## config.mk

```make
export PLATFORM = sky130hd
export DESIGN_NAME = cdecn_dp_flat
export DESIGN_NICKNAME = d
export VERILOG_FILES = /design/src/rtl/cdec_pkg.sv /design/src/rtl/cdecn_dp_if.sv /design/src/rtl/cdecn_alu.sv /design/src/rtl/cdecn_dp.sv /design/src/flat_wrapper.sv
export SDC_FILE = /design/constraint.sdc
export NUM_CORES = 1
export LEC_CHECK = 0
export CAP_MARGIN = 20
export CORE_ASPECT_RATIO = 0.75
export CORE_MARGIN = 3
export CORE_UTILIZATION = 40
export CTS_CLUSTER_SIZE = 12
export DETAILED_ROUTE_END_ITERATION = 8
export PLACE_DENSITY = 0.59
export REMOVE_ABC_BUFFERS = 1
export SLEW_MARGIN = 20
export SYNTH_ARGS = -nofsm -noshare
export SYNTH_HDL_FRONTEND = slang
export SYNTH_HIERARCHICAL = 1
export SYNTH_SLANG_ARGS = --single-unit
```

## constraint.sdc

```tcl
create_clock -name clock -period 5.5 [get_ports clock]
set_input_delay 1.1 -clock clock [delete_from_list [all_inputs] [get_ports clock]]
set_output_delay 1.1 -clock clock [all_outputs]
set_load 0.05 [all_outputs]
```

## src/rtl/cdec_pkg.sv

```systemverilog
// rtl/cdec_pkg.sv - shared codes and types for the parametrised CDEC datapath
package cdec_pkg;

  localparam logic [4:0] XS_PC    = 5'd0;
  localparam logic [4:0] XS_R     = 5'd1;
  localparam logic [4:0] XS_RDR   = 5'd2;
  localparam logic [4:0] XS_FLG   = 5'd3;
  localparam logic [4:0] XS_IPORT = 5'd4;
  localparam logic [4:0] XS_SP    = 5'd5;
  localparam int         XS_GPR   = 16;

  localparam logic [4:0] XD_PC    = 5'd0;
  localparam logic [4:0] XD_I     = 5'd1;
  localparam logic [4:0] XD_T     = 5'd2;
  localparam logic [4:0] XD_MAR   = 5'd3;
  localparam logic [4:0] XD_WDR   = 5'd4;
  localparam logic [4:0] XD_OPORT = 5'd5;
  localparam logic [4:0] XD_SP    = 5'd6;
  localparam int         XD_GPR   = 16;

  localparam logic [3:0] OP_ADD   = 4'h0;
  localparam logic [3:0] OP_ADC   = 4'h1;
  localparam logic [3:0] OP_SUB   = 4'h2;
  localparam logic [3:0] OP_SBC   = 4'h3;
  localparam logic [3:0] OP_AND   = 4'h4;
  localparam logic [3:0] OP_OR    = 4'h5;
  localparam logic [3:0] OP_XOR   = 4'h6;
  localparam logic [3:0] OP_NOT   = 4'h7;
  localparam logic [3:0] OP_SHL   = 4'h8;
  localparam logic [3:0] OP_SHR   = 4'h9;
  localparam logic [3:0] OP_PASSX = 4'hA;
  localparam logic [3:0] OP_PASSY = 4'hB;

  localparam logic [1:0] SP_INC   = 2'b01;
  localparam logic [1:0] SP_DEC   = 2'b10;

  typedef enum logic {ST_IDLE = 1'b0, ST_WAIT = 1'b1} mem_state_e;

  localparam logic [7:0] DBG_PC    = 8'h00;
  localparam logic [7:0] DBG_I     = 8'h01;
  localparam logic [7:0] DBG_T     = 8'h02;
  localparam logic [7:0] DBG_R     = 8'h03;
  localparam logic [7:0] DBG_MAR   = 8'h04;
  localparam logic [7:0] DBG_DIN   = 8'h05;
  localparam logic [7:0] DBG_RDR   = 8'h06;
  localparam logic [7:0] DBG_WDR   = 8'h07;
  localparam logic [7:0] DBG_SP    = 8'h08;
  localparam logic [7:0] DBG_FLG   = 8'h09;
  localparam logic [7:0] DBG_XBUS  = 8'h0A;
  localparam logic [7:0] DBG_IPORT = 8'h0B;
  localparam logic [7:0] DBG_STAT  = 8'h0C;
  localparam int         DBG_GPR   = 16;

endpackage

```

## src/rtl/cdecn_dp_if.sv

```systemverilog
// rtl/cdecn_dp_if.sv - memory handshake bus between datapath and memory/IO bridge
interface cdecn_dp_if #(parameter int DATA_W = 8);
  logic              mem_req;
  logic              mem_we;
  logic              mem_ack;
  logic [DATA_W-1:0] adrs;
  logic [DATA_W-1:0] data_out;
  logic [DATA_W-1:0] data_in;

  modport master (output mem_req, mem_we, adrs, data_out, input mem_ack, data_in);
  modport slave  (input mem_req, mem_we, adrs, data_out, output mem_ack, data_in);
endinterface

```

## src/rtl/cdecn_alu.sv

```systemverilog
// rtl/cdecn_alu.sv - combinational ALU producing result and {S,Z,C,V}
module cdecn_alu
  import cdec_pkg::*;
#(parameter int DATA_W = 8) (
  input  logic [3:0]        op_i,
  input  logic [DATA_W-1:0] x_i,
  input  logic [DATA_W-1:0] y_i,
  input  logic              cin_i,
  output logic [DATA_W-1:0] res_o,
  output logic [3:0]        szcv_o
);
  localparam int M = DATA_W - 1;

  logic [DATA_W:0] sum;
  logic            is_add, is_sub, c, v;

  always_comb begin
    res_o  = x_i;
    sum    = '0;
    is_add = 1'b0;
    is_sub = 1'b0;
    c      = 1'b0;
    v      = 1'b0;
    case (op_i)
      OP_ADD:   begin sum = {1'b0, x_i} + {1'b0, y_i}; is_add = 1'b1; end
      OP_ADC:   begin sum = {1'b0, x_i} + {1'b0, y_i} + (DATA_W+1)'(cin_i); is_add = 1'b1; end
      OP_SUB:   begin sum = {1'b0, x_i} - {1'b0, y_i}; is_sub = 1'b1; end
      OP_SBC:   begin sum = {1'b0, x_i} - {1'b0, y_i} - (DATA_W+1)'(cin_i); is_sub = 1'b1; end
      OP_AND:   res_o = x_i & y_i;
      OP_OR:    res_o = x_i | y_i;
      OP_XOR:   res_o = x_i ^ y_i;
      OP_NOT:   res_o = ~x_i;
      OP_SHL:   begin res_o = {x_i[M-1:0], 1'b0}; c = x_i[M]; end
      OP_SHR:   begin res_o = {1'b0, x_i[M:1]}; c = x_i[0]; end
      OP_PASSX: res_o = x_i;
      OP_PASSY: res_o = y_i;
      default:  res_o = x_i;
    endcase
    // sum[DATA_W] is carry for add and borrow for subtract
    if (is_add || is_sub) begin
      res_o = sum[M:0];
      c     = sum[DATA_W];
      if (is_add) v = (x_i[M] == y_i[M]) && (res_o[M] != x_i[M]);
      else        v = (x_i[M] != y_i[M]) && (res_o[M] != x_i[M]);
    end
  end

  assign szcv_o = {res_o[M], res_o == '0, c, v};
endmodule

```

## src/rtl/cdecn_dp.sv

```systemverilog
// rtl/cdecn_dp.sv - CDEC datapath: registers, XBUS, SP, debug mux and memory wait-state FSM
module cdecn_dp
  import cdec_pkg::*;
#(
  parameter int DATA_W  = 8,
  parameter int NGPR    = 4,
  parameter int TIMEOUT = 15
) (
  input  logic              clock,
  input  logic              reset_N,
  input  logic [4:0]        xsrc,
  input  logic [4:0]        xdst,
  input  logic [3:0]        aluop,
  input  logic              rwr,
  input  logic              fwr,
  input  logic [1:0]        sp_op,
  input  logic              mem_rd,
  input  logic              mem_wr,
  cdecn_dp_if.master        mem,
  input  logic [DATA_W-1:0] io_in,
  output logic [DATA_W-1:0] io_out,
  output logic [DATA_W-1:0] I,
  output logic [3:0]        SZCV,
  output logic              busy,
  output logic              mem_err,
  input  logic [7:0]        resad,
  output logic [DATA_W-1:0] resdt
);
  logic [DATA_W-1:0] pc_q, i_q, t_q, r_q, mar_q, wdr_q, oport_q, sp_q, rdr_q, iport_q;
  logic [DATA_W-1:0] gpr_q [NGPR];
  logic [3:0]        flg_q;
  mem_state_e        state_q, state_d;
  logic [7:0]        cnt_q, cnt_d;
  logic              we_q, we_d, err_q, err_d;
  logic [DATA_W-1:0] rdr_d, xbus, alu_res;
  logic [3:0]        alu_flg;

  always_comb begin
    xbus = '1;
    case (xsrc)
      XS_PC:    xbus = pc_q;
      XS_R:     xbus = r_q;
      XS_RDR:   xbus = rdr_q;
      XS_FLG:   xbus = {{(DATA_W-4){1'b0}}, flg_q};
      XS_IPORT: xbus = iport_q;
      XS_SP:    xbus = sp_q;
      default:  for (int k = 0; k < NGPR; k++) if (xsrc == 5'(XS_GPR + k)) xbus = gpr_q[k];
    endcase
  end

  cdecn_alu #(.DATA_W(DATA_W)) u_alu (
    .op_i(aluop), .x_i(xbus), .y_i(t_q), .cin_i(flg_q[1]), .res_o(alu_res), .szcv_o(alu_flg)
  );

  // Counter starts at 1 in the first WAIT cycle; ack wins over timeout on the last cycle
  always_comb begin
    state_d = state_q;
    cnt_d   = cnt_q;
    we_d    = we_q;
    err_d   = err_q;
    rdr_d   = rdr_q;
    case (state_q)
      ST_IDLE: if (mem_rd || mem_wr) begin
        state_d = ST_WAIT;
        cnt_d   = 8'd1;
        we_d    = mem_wr;
      end
      ST_WAIT: if (mem.mem_ack) begin
        state_d = ST_IDLE;
        if (!we_q) rdr_d = mem.data_in;
      end else if (cnt_q == 8'(TIMEOUT)) begin
        state_d = ST_IDLE;
        err_d   = 1'b1;
      end else begin
        cnt_d = cnt_q + 8'd1;
      end
      default: state_d = ST_IDLE;
    endcase
  end

  always_ff @(posedge clock or negedge reset_N) begin
    if (!reset_N) begin
      pc_q <= '0; i_q <= '0; t_q <= '0; r_q <= '0; mar_q <= '0; wdr_q <= '0;
      oport_q <= '0; sp_q <= '1; rdr_q <= '0; iport_q <= '0; flg_q <= '0;
      for (int k = 0; k < NGPR; k++) gpr_q[k] <= '0;
      state_q <= ST_IDLE; cnt_q <= '0; we_q <= 1'b0; err_q <= 1'b0;
    end else begin
      iport_q <= io_in;
      if (rwr) r_q <= alu_res;
      if (fwr) flg_q <= alu_flg;
      case (xdst)
        XD_PC:    pc_q <= xbus;
        XD_I:     i_q <= xbus;
        XD_T:     t_q <= xbus;
        XD_MAR:   if (!busy) mar_q <= xbus;
        XD_WDR:   if (!busy) wdr_q <= xbus;
        XD_OPORT: oport_q <= xbus;
        default:  for (int k = 0; k < NGPR; k++) if (xdst == 5'(XD_GPR + k)) gpr_q[k] <= xbus;
      endcase
      if (xdst == XD_SP)       sp_q <= xbus;
      else if (sp_op == SP_INC) sp_q <= sp_q + 1'b1;
      else if (sp_op == SP_DEC) sp_q <= sp_q - 1'b1;
      state_q <= state_d; cnt_q <= cnt_d; we_q <= we_d; err_q <= err_d; rdr_q <= rdr_d;
    end
  end

  always_comb begin
    resdt = '0;
    case (resad)
      DBG_PC:    resdt = pc_q;
      DBG_I:     resdt = i_q;
      DBG_T:     resdt = t_q;
      DBG_R:     resdt = r_q;
      DBG_MAR:   resdt = mar_q;
      DBG_DIN:   resdt = mem.data_in;
      DBG_RDR:   resdt = rdr_q;
      DBG_WDR:   resdt = wdr_q;
      DBG_SP:    resdt = sp_q;
      DBG_FLG:   resdt = {{(DATA_W-4){1'b0}}, flg_q};
      DBG_XBUS:  resdt = xbus;
      DBG_IPORT: resdt = iport_q;
      DBG_STAT:  resdt = {{(DATA_W-2){1'b0}}, state_q, err_q};
      default:   for (int k = 0; k < NGPR; k++) if (resad == 8'(DBG_GPR + k)) resdt = gpr_q[k];
    endcase
  end

  assign busy         = (state_q == ST_WAIT);
  assign mem.mem_req  = busy;
  assign mem.mem_we   = we_q;
  assign mem.adrs     = mar_q;
  assign mem.data_out = wdr_q;
  assign io_out       = oport_q;
  assign I            = i_q;
  assign SZCV         = flg_q;
  assign mem_err      = err_q;
endmodule

```

## src/flat_wrapper.sv

```systemverilog
// flat-port wrapper written by rule: the top's interface ports become plain ports
module cdecn_dp_flat import cdec_pkg::*;
#(
  parameter int DATA_W  = 8,
  parameter int NGPR    = 4,
  parameter int TIMEOUT = 15
)
  (clock, reset_N, xsrc, xdst, aluop, rwr, fwr, sp_op, mem_rd, mem_wr, io_in, io_out, I, SZCV, busy, mem_err, resad, resdt, mem_mem_req, mem_mem_we, mem_adrs, mem_data_out, mem_mem_ack, mem_data_in);
  cdecn_dp_if #(.DATA_W(DATA_W)) mem_i ();
  input  logic clock;
  input  logic reset_N;
  input  logic [4:0] xsrc;
  input  logic [4:0] xdst;
  input  logic [3:0] aluop;
  input  logic rwr;
  input  logic fwr;
  input  logic [1:0] sp_op;
  input  logic mem_rd;
  input  logic mem_wr;
  input  logic [DATA_W-1:0] io_in;
  output logic [DATA_W-1:0] io_out;
  output logic [DATA_W-1:0] I;
  output logic [3:0] SZCV;
  output logic busy;
  output logic mem_err;
  input  logic [7:0] resad;
  output logic [DATA_W-1:0] resdt;
  output wire logic [$bits(mem_i.mem_req)-1:0] mem_mem_req;
  output wire logic [$bits(mem_i.mem_we)-1:0] mem_mem_we;
  output wire logic [$bits(mem_i.adrs)-1:0] mem_adrs;
  output wire logic [$bits(mem_i.data_out)-1:0] mem_data_out;
  input wire logic [$bits(mem_i.mem_ack)-1:0] mem_mem_ack;
  input wire logic [$bits(mem_i.data_in)-1:0] mem_data_in;
  assign mem_mem_req = mem_i.mem_req;
  assign mem_mem_we = mem_i.mem_we;
  assign mem_adrs = mem_i.adrs;
  assign mem_data_out = mem_i.data_out;
  assign mem_i.mem_ack = mem_mem_ack;
  assign mem_i.data_in = mem_data_in;
  cdecn_dp #(.DATA_W(DATA_W), .NGPR(NGPR), .TIMEOUT(TIMEOUT)) u_core (.clock(clock), .reset_N(reset_N), .xsrc(xsrc), .xdst(xdst), .aluop(aluop), .rwr(rwr), .fwr(fwr), .sp_op(sp_op), .mem_rd(mem_rd), .mem_wr(mem_wr), .mem(mem_i), .io_in(io_in), .io_out(io_out), .I(I), .SZCV(SZCV), .busy(busy), .mem_err(mem_err), .resad(resad), .resdt(resdt));
endmodule
```

==> results of run 1 <==
-- synth_stat cells (5+ instances only) --
master      n  area (sq um)
dfrtp_1   119          2980
mux2_2    109          1230
nand2_1    72           270
nor2_1     63           236
a21oi_1    39           195
o21ai_0    37           185
ha_1       35           438
nand3_1    35           175
inv_1      32           120
buf_2      27           135
a22oi_1    24           180
clkbuf_1   21          78.8
mux2i_1    18           180
mux4_2     18           405
a31oi_1    17           106
nor2b_1    17           106
xnor2_1    16           140
nor3_1     14          70.1
a221oi_1   13           114
o22ai_1    11          68.8
xor2_1     11          96.3
nand2b_1   10          62.6
nand3b_1    9          67.6
o211ai_1    9          67.6
dfstp_2     8           210
nor3b_1     8          60.1
a211o_1     7          61.3
a211oi_1    7          52.6
a21o_1      7          52.6
a32oi_1     7          61.3
or2_2       7          43.8
and3_1      6          37.5
buf_1       6          22.5
a22o_1      5          43.8
and2_1      5          31.3
-- layout make-up --
type / instances / area (sq um)
clock buffers: 17 / 425
well taps: 294 / 368
repair buffers: 220 / 1990
clock inverters: 15 / 173
multi-input cells: 727 / 5820
fillers: 2064 / 10400
flip-flops and latches: 127 / 3190
inverters: 34 / 128
-- what timing repair did --
item                                    CTS  global route
buffers inserted                          1             0
gates cloned                              0             0
endpoints found under the setup margin    6             6
pin swaps                                 2             2
endpoints found under the hold margin     0             0
gates resized for setup                   4            10
-- layout by cell type, fill, tap and decap left out, types with 7 or more instances in the layout --
cell and instances:
nand2b_1 10, a221oi_1 13, a21o_1 7, xnor2_1 15
a32oi_1 7, clkbuf_16 17, mux2_2 109, a21oi_1 39
a31oi_2 8, ha_1 35, buf_4 124, clkdlybuf4s50_1 82
or2_2 7, mux4_2 18, xor2_1 11, nand3b_1 9
o22ai_1 11, nand2_1 72, nor3b_1 8, mux2i_1 18
nor2b_1 17, nor2_1 62, dfstp_2 8, a211o_1 7
a31oi_1 10, inv_1 32, o211ai_1 9, o21ai_0 37
nor3_1 14, a22oi_1 24, dfrtp_1 119, nand3_1 35
buf_12 10
-- metrics by stage --
step	total power (W)	util, %	setup TNS [ns]	cell area (sq um)
2_1_floorplan	0.00297	-	-0.0566	9040
3_3_place_gp	0.00398	50.7	-3.33	11400
3_5_place_dp	0.00400	50.7	-3.40	11400
4_1_cts	0.00521	53.5	0	12000
5_1_grt	0.00551	53.7	-0.0175	12100
6_report	0.00525	53.7	0	12100
-- critical path, delay by kind of cell --
kind | cells | cell delay (ns)
AOI/OAI and AO/OA | 6 | 1.47
and+or+nand+nor | 5 | 1.18
buffers and inverters | 5 | 1.08
adders and majority gates | 1 | 0.40
muxes | 1 | 0.28
xor gates and xnor gates | 1 | 0.21
-- how the worst max path moves through the flow --
stage	from	cells past startpoint	to	slack (ns)
floorplan	xsrc[1]	15	u_core/SZCV[1]	-0.06
global placement	xsrc[0]	17	u_core/SZCV[2]	-0.63
detailed placement	xsrc[0]	17	u_core/SZCV[2]	-0.68
CTS	xsrc[4]	17	u_core/SZCV[2]	0.04
global route	xsrc[4]	17	u_core/SZCV[2]	-0.02
finish	xsrc[4]	19	u_core/SZCV[2]	0.08
-- cells by family after synthesis --
group,count (synthesis),synth area share [%]
buffers and inverters,95,4.58
multiplexers,145,19.4
AO/OA/AOI/OAI,240,18.3
flip-flops,127,34.1
adder cells (fa/ha/maj),38,5.33
XOR/XNOR,29,3.02
AND/OR/NAND/NOR,275,15.2
-- metal layers --
metal  global-route usage [%]  vias to the layer above  routed length, microns
met5                        0                        -                       0
met4                     6.17                        0                     621
met3                     5.96                       54                    3440
met2                     35.3                      501                   13600
met1                     42.9                     4319                   16500
li1                         -                     3916                       -
-- power by group --
part,internal [W],switching [W],leakage [nW]
combinational,0.00115,0.00133,3.19
sequential,0.00124,0.000361,1.47
clock,0.000684,0.000486,0.295
total,0.00308,0.00217,4.95
==> results.txt, run 1 <==
Run status - completed
Cell at the root of the clock tree - clkbuf_16
Fraction of final layout cells with drive strength greater than 1 - 30.4%
Hold Path Sink - u_core/io_out[5]
Clock Sink Count - 127
Total number of vias - 8790
Instance count of the mapped netlist - 949
Count of cells along the worst hold path - 1
Number of max-cap violations - 0
Vias/cell - 6.13
Total die area - 25200 sq um
Clock transition at the registers of the reported paths - 0.07 ns
Number of enable flip-flop cells after synthesis - 0
Period minus WS final - 5.42 ns
Proportion of register bits with asynchronous set or reset after synthesis - 100%
Die W - 182 microns
Post-detail-place hpwl - 25200 microns
Maximum single-stage delay on the critical path - 0.58 ns
Maximum buffer depth of the clock tree - 2
Mean cell area of the mapped netlist - 9.84 sq um
Distinct cell type count of the synthesized netlist - 86
Maximum ir drop on the vdd rail - 336 uV
Static power due to leakage - 4.95 nW
Register with the most flip-flops - u_core/gpr_q
Total wire length after detailed routing - 34100 microns
Die height - 138 microns
Crit-path most repeated cell - buf_4
Fin crit share - 98.5%
Synth-to-Final Area Change - 29.5%
Most used DFF post-synth - dfrtp_1
Critical Path Sink Type - register
Worst-path maximum fanout - 6
Origin of the worst min-delay path - u_core/io_out[5]
Total inserted antenna cells - 0
Count of pins on the block boundary - 95
Total power per unit cell area - 434 nW/um^2
Ordered cell list for the critical path - clkdlybuf4s50_1 -> or3_1 -> nor3_4 -> buf_4 -> buf_4 -> a22oi_1 -> a31oi_2 -> inv_1 -> ha_1 -> buf_4 -> o21a_1 -> nor2b_1 -> a311oi_1 -> xnor2_1 -> or2b_2 -> a21oi_2 -> o31a_1 -> nor4_2 -> mux2_2
Unrepaired setup endpoints after global routing - true
All-Layer GR Usage - 26.5%
Core area - 22500 sq um
Max-slew violations - 0
Cell row count - 47
Hold bufs inserted after CTS - 0
Total number of H-tree levels - 4
Grt total ovfl - 0
Netlist area before placement - 9340 sq um
Antenna violations before repair - 0
IO Port Bufs - 94
Clock tree from TritonCTS - built
Setup WS post-layout - 0.0846 ns
Routability cong. - 0.956
Number of CTS-inserted buffers - 17
Kind of launch point of the worst setup path - input port
Worst reg2reg path depth - 16
Required time of the worst setup path - 5.80 ns
DRT Pass-1 Iters - 6
Register area share after synthesis - 34.1%
Slew @ Worst Pin - 0.847 ns
Worst Skew - 0.0136 ns
Initial core utilization - 41.5%
Instance count after placement with tap cells included - 1401
Total of flip-flops plus latches after synthesis - 127
Type of the worst setup path - in2reg
Post-layout nets - 1212
Launching point of the worst reg2reg path - u_core/gpr_q[0]
Largest net degree at the start of global routing - 90
Clock Latency Late Sink - 0.43 ns
Count of unresolved DRC violations after routing - 0
Standard cell with the maximum stage delay on the critical path - a311oi_1
Fmax - 185 MHz
Initial drt markers - 1114
Number of antenna-violating nets in the routed design - 0
Worst-case headroom to the max-slew limit - 43.5%
Slack of the worst reg-to-reg path - 1.06 ns
Wire per inst - 23.8 microns
Non-filler cells, final - 1434
Global-route wire length before repair - 51700 microns
Setup violators final - 0
Pre-CTS setup slack - -0.682 ns
Worst hold path type - reg2reg
Hold Slack - 0.512 ns
Warning count from the yosys run - 6
Final Hold Fails - 0
Arrival @ worst endpoint - 5.72 ns
Reg-to-Reg End - u_core/SZCV[2]
Max reg flops - 32
Number of global-route vias before repair - 8403
(Power assumes the default switching activity.)
==> inputs of run 2 (changes only) <==
==> constraint.sdc (replaced) <==
create_clock -name clock -period 5.91 [get_ports clock]
set_input_delay 0.591 -clock clock [delete_from_list [all_inputs] [get_ports clock]]
set_output_delay 0.591 -clock clock [all_outputs]
set_load 0.05 [all_outputs]
==> run 2 against run 1 <==
Effect of this change:
- sequential power down 8%
- largest cell class unchanged
- global-route usage decreased by 0.71 points
- combinational power down 17%
- hold slack got worse by 0.35 ns
- sequential cell count unchanged
- die area stayed put
- non-clock buffer count is 101 lower
- clock skew grew 0.0087 ns
- power down 12%
==> results.txt, run 2 (synthesis results as in run 1) <==
Die W - 182 microns
Total power per unit cell area - 412 nW/um^2
Commonest non-fill, non-tap cell in the layout - dfrtp_1
Post-layout nets - 1111
Worst Skew - 0.0223 ns
Gates resized, CTS repair - 0
Initial core utilization - 41.5%
Clock tree from TritonCTS - built
Launching point of the worst reg2reg path - u_core/gpr_q[0]
Final instance area - 11200 sq um
Buffer count from post-CTS setup fixing - 0
Post-route total power - 0.00460 W
Ordered cell list for the critical path - clkdlybuf4s50_1 -> or3b_2 -> nor2_1 -> a21oi_1 -> a31oi_2 -> inv_1 -> ha_1 -> buf_4 -> xor2_1 -> nand4_1 -> xnor3_1 -> mux2i_1 -> o21ai_0 -> nor2_1 -> or4b_2 -> nor4_2 -> mux2_2
Crit-path most repeated cell - nor2_1
Total die area - 25200 sq um
Period minus WS final - 5.37 ns
Fraction of final layout cells with drive strength greater than 1 - 22.3%
Maximum ir drop on the vdd rail - 297 uV
Fmax - 186 MHz
Grt total ovfl - 0
Pre-CTS setup slack - 0.259 ns
Total wire length after detailed routing - 33000 microns
Unrepaired setup endpoints after global routing - false
Global-route wire length before repair - 50200 microns
Total number of vias - 8320
Fin crit share - 90.9%
Number of antenna-violating nets in the routed design - 0
Number of CTS-inserted buffers - 17
Total of fill cells in the finished design - 2093
Maximum single-stage delay on the critical path - 0.70 ns
Worst hold path type - in2async
Cell row count - 47
Maximum buffer depth of the clock tree - 2
Clock Latency Late Sink - 0.43 ns
Die height - 138 microns
Kind of launch point of the worst setup path - input port
Count of buffer and inverter cells on the critical path - 3
Critical Path Sink Type - register
Post-detail-place hpwl - 24000 microns
Synth-to-Final Area Change - 19.7%
Static power due to leakage - 4.40 nW
DRT Pass-1 Iters - 5
Run status - completed
Standard cell with the maximum stage delay on the critical path - clkdlybuf4s50_1
Arrival @ worst endpoint - 5.73 ns
Antenna violations before repair - 2
Worst-case headroom to the max-slew limit - 36.7%
Wire per inst - 24.7 microns
Setup total negative slack - 0 ns
Core area - 22500 sq um
Initial drt markers - 873
Clock Sink Count - 127
Setup violators final - 0
Number of max-cap violations - 0
Launching instance or port of the critical path - xsrc[0]
Leading cell types in the layout, fill and taps excluded - dfrtp_1 (119), mux2_2 (109), clkdlybuf4s50_1 (91), nand2_1 (72), nor2_1 (63)
IO Port Bufs - 94
Register with the most flip-flops - u_core/gpr_q
Max-slew violations - 0
Area after DPL - 10600 sq um
Count of pins on the block boundary - 95
Cell at the root of the clock tree - clkbuf_16
Number of global-route vias before repair - 7945
Total number of H-tree levels - 4
Cell family with the largest share of critical-path delay - simple AND/OR/NAND/NOR gates
Clock transition at the registers of the reported paths - 0.06 ns
Worst-path maximum fanout - 6
Vias/cell - 6.24
Post-layout util - 49.6%
Routability cong. - 0.924
Final Hold Fails - 0
Hold bufs inserted after CTS - 0
All-Layer GR Usage - 25.8%
Max reg flops - 32
Required time of the worst setup path - 6.27 ns
Largest net degree at the start of global routing - 66
Type of the worst setup path - in2reg
Setup WS post-layout - 0.538 ns
Count of unresolved DRC violations after routing - 0
Slew @ Worst Pin - 0.946 ns
-- run 2: worst paths after layout --
path / depth (start not counted) / slack [ns] / endpoint
min: 1 / 0.16 / u_core/iport_q[7]
max: 17 / 0.54 / u_core/SZCV[2]
min in group clock: 1 / 0.51 / u_core/io_out[1]
max in group asynchronous: 2 / 4.51 / u_core/I[4]
min reg2reg: 1 / 0.51 / u_core/io_out[1]
max reg2reg: 14 / 1.41 / u_core/SZCV[2]
-- run 2: report_power, final --
group          leakage (nW)  switching, W  internal (W)
Combinational          2.64       0.00118      0.000869
Sequential             1.47      0.000321       0.00115
Clock                 0.290      0.000478      0.000602
Total                  4.40       0.00198       0.00263
-- run 2: worst reg2reg max path, stage by stage, from the launching register on --
cell and delay (ns):
dfrtp_1 0.42, mux4_2 0.48, nor2_1 0.21, a31oi_2 0.13, ha_1 0.32, fa_1 0.47, a211oi_4 0.31, nor2_2 0.10
or4b_4 0.58, nor2_1 0.12, nand3_1 0.18, xnor2_1 0.18, o311ai_0 0.50, nor4_2 0.10, mux2_2 0.28
-- run 2: per-layer routing --
metal | track usage (%) | routed length (microns) | vias to the layer above
met4 | 6.85 | 602 | 0
li1 | - | - | 3732
met1 | 41.0 | 16000 | 4146
met3 | 6.80 | 3170 | 35
met2 | 34.1 | 13200 | 407
met5 | 0 | 0 | -
-- run 2: final cells by class --
class / instances / area [sq um] / share of cell area, %
Sequential cell: 127 / 3190 / 28.5
Multi-Input combinational cell: 727 / 5760 / 51.6
Clock buffer: 17 / 425 / 3.81
Timing Repair Buffer: 119 / 1130 / 10.2
Clock inverter: 15 / 165 / 1.48
Inverter: 34 / 128 / 1.14
Antenna cell: 1 / 2.50 / 0.0224
Tap cell: 294 / 368 / 3.29
-- run 2: stage by stage --
step,std cells,hold WS (ns)
final,1334,0.163
after global routing,1333,0.208
after CTS,1333,0.165
after detailed placement,1301,0.493
after global placement,1301,0.492
after floorplan,888,0.295
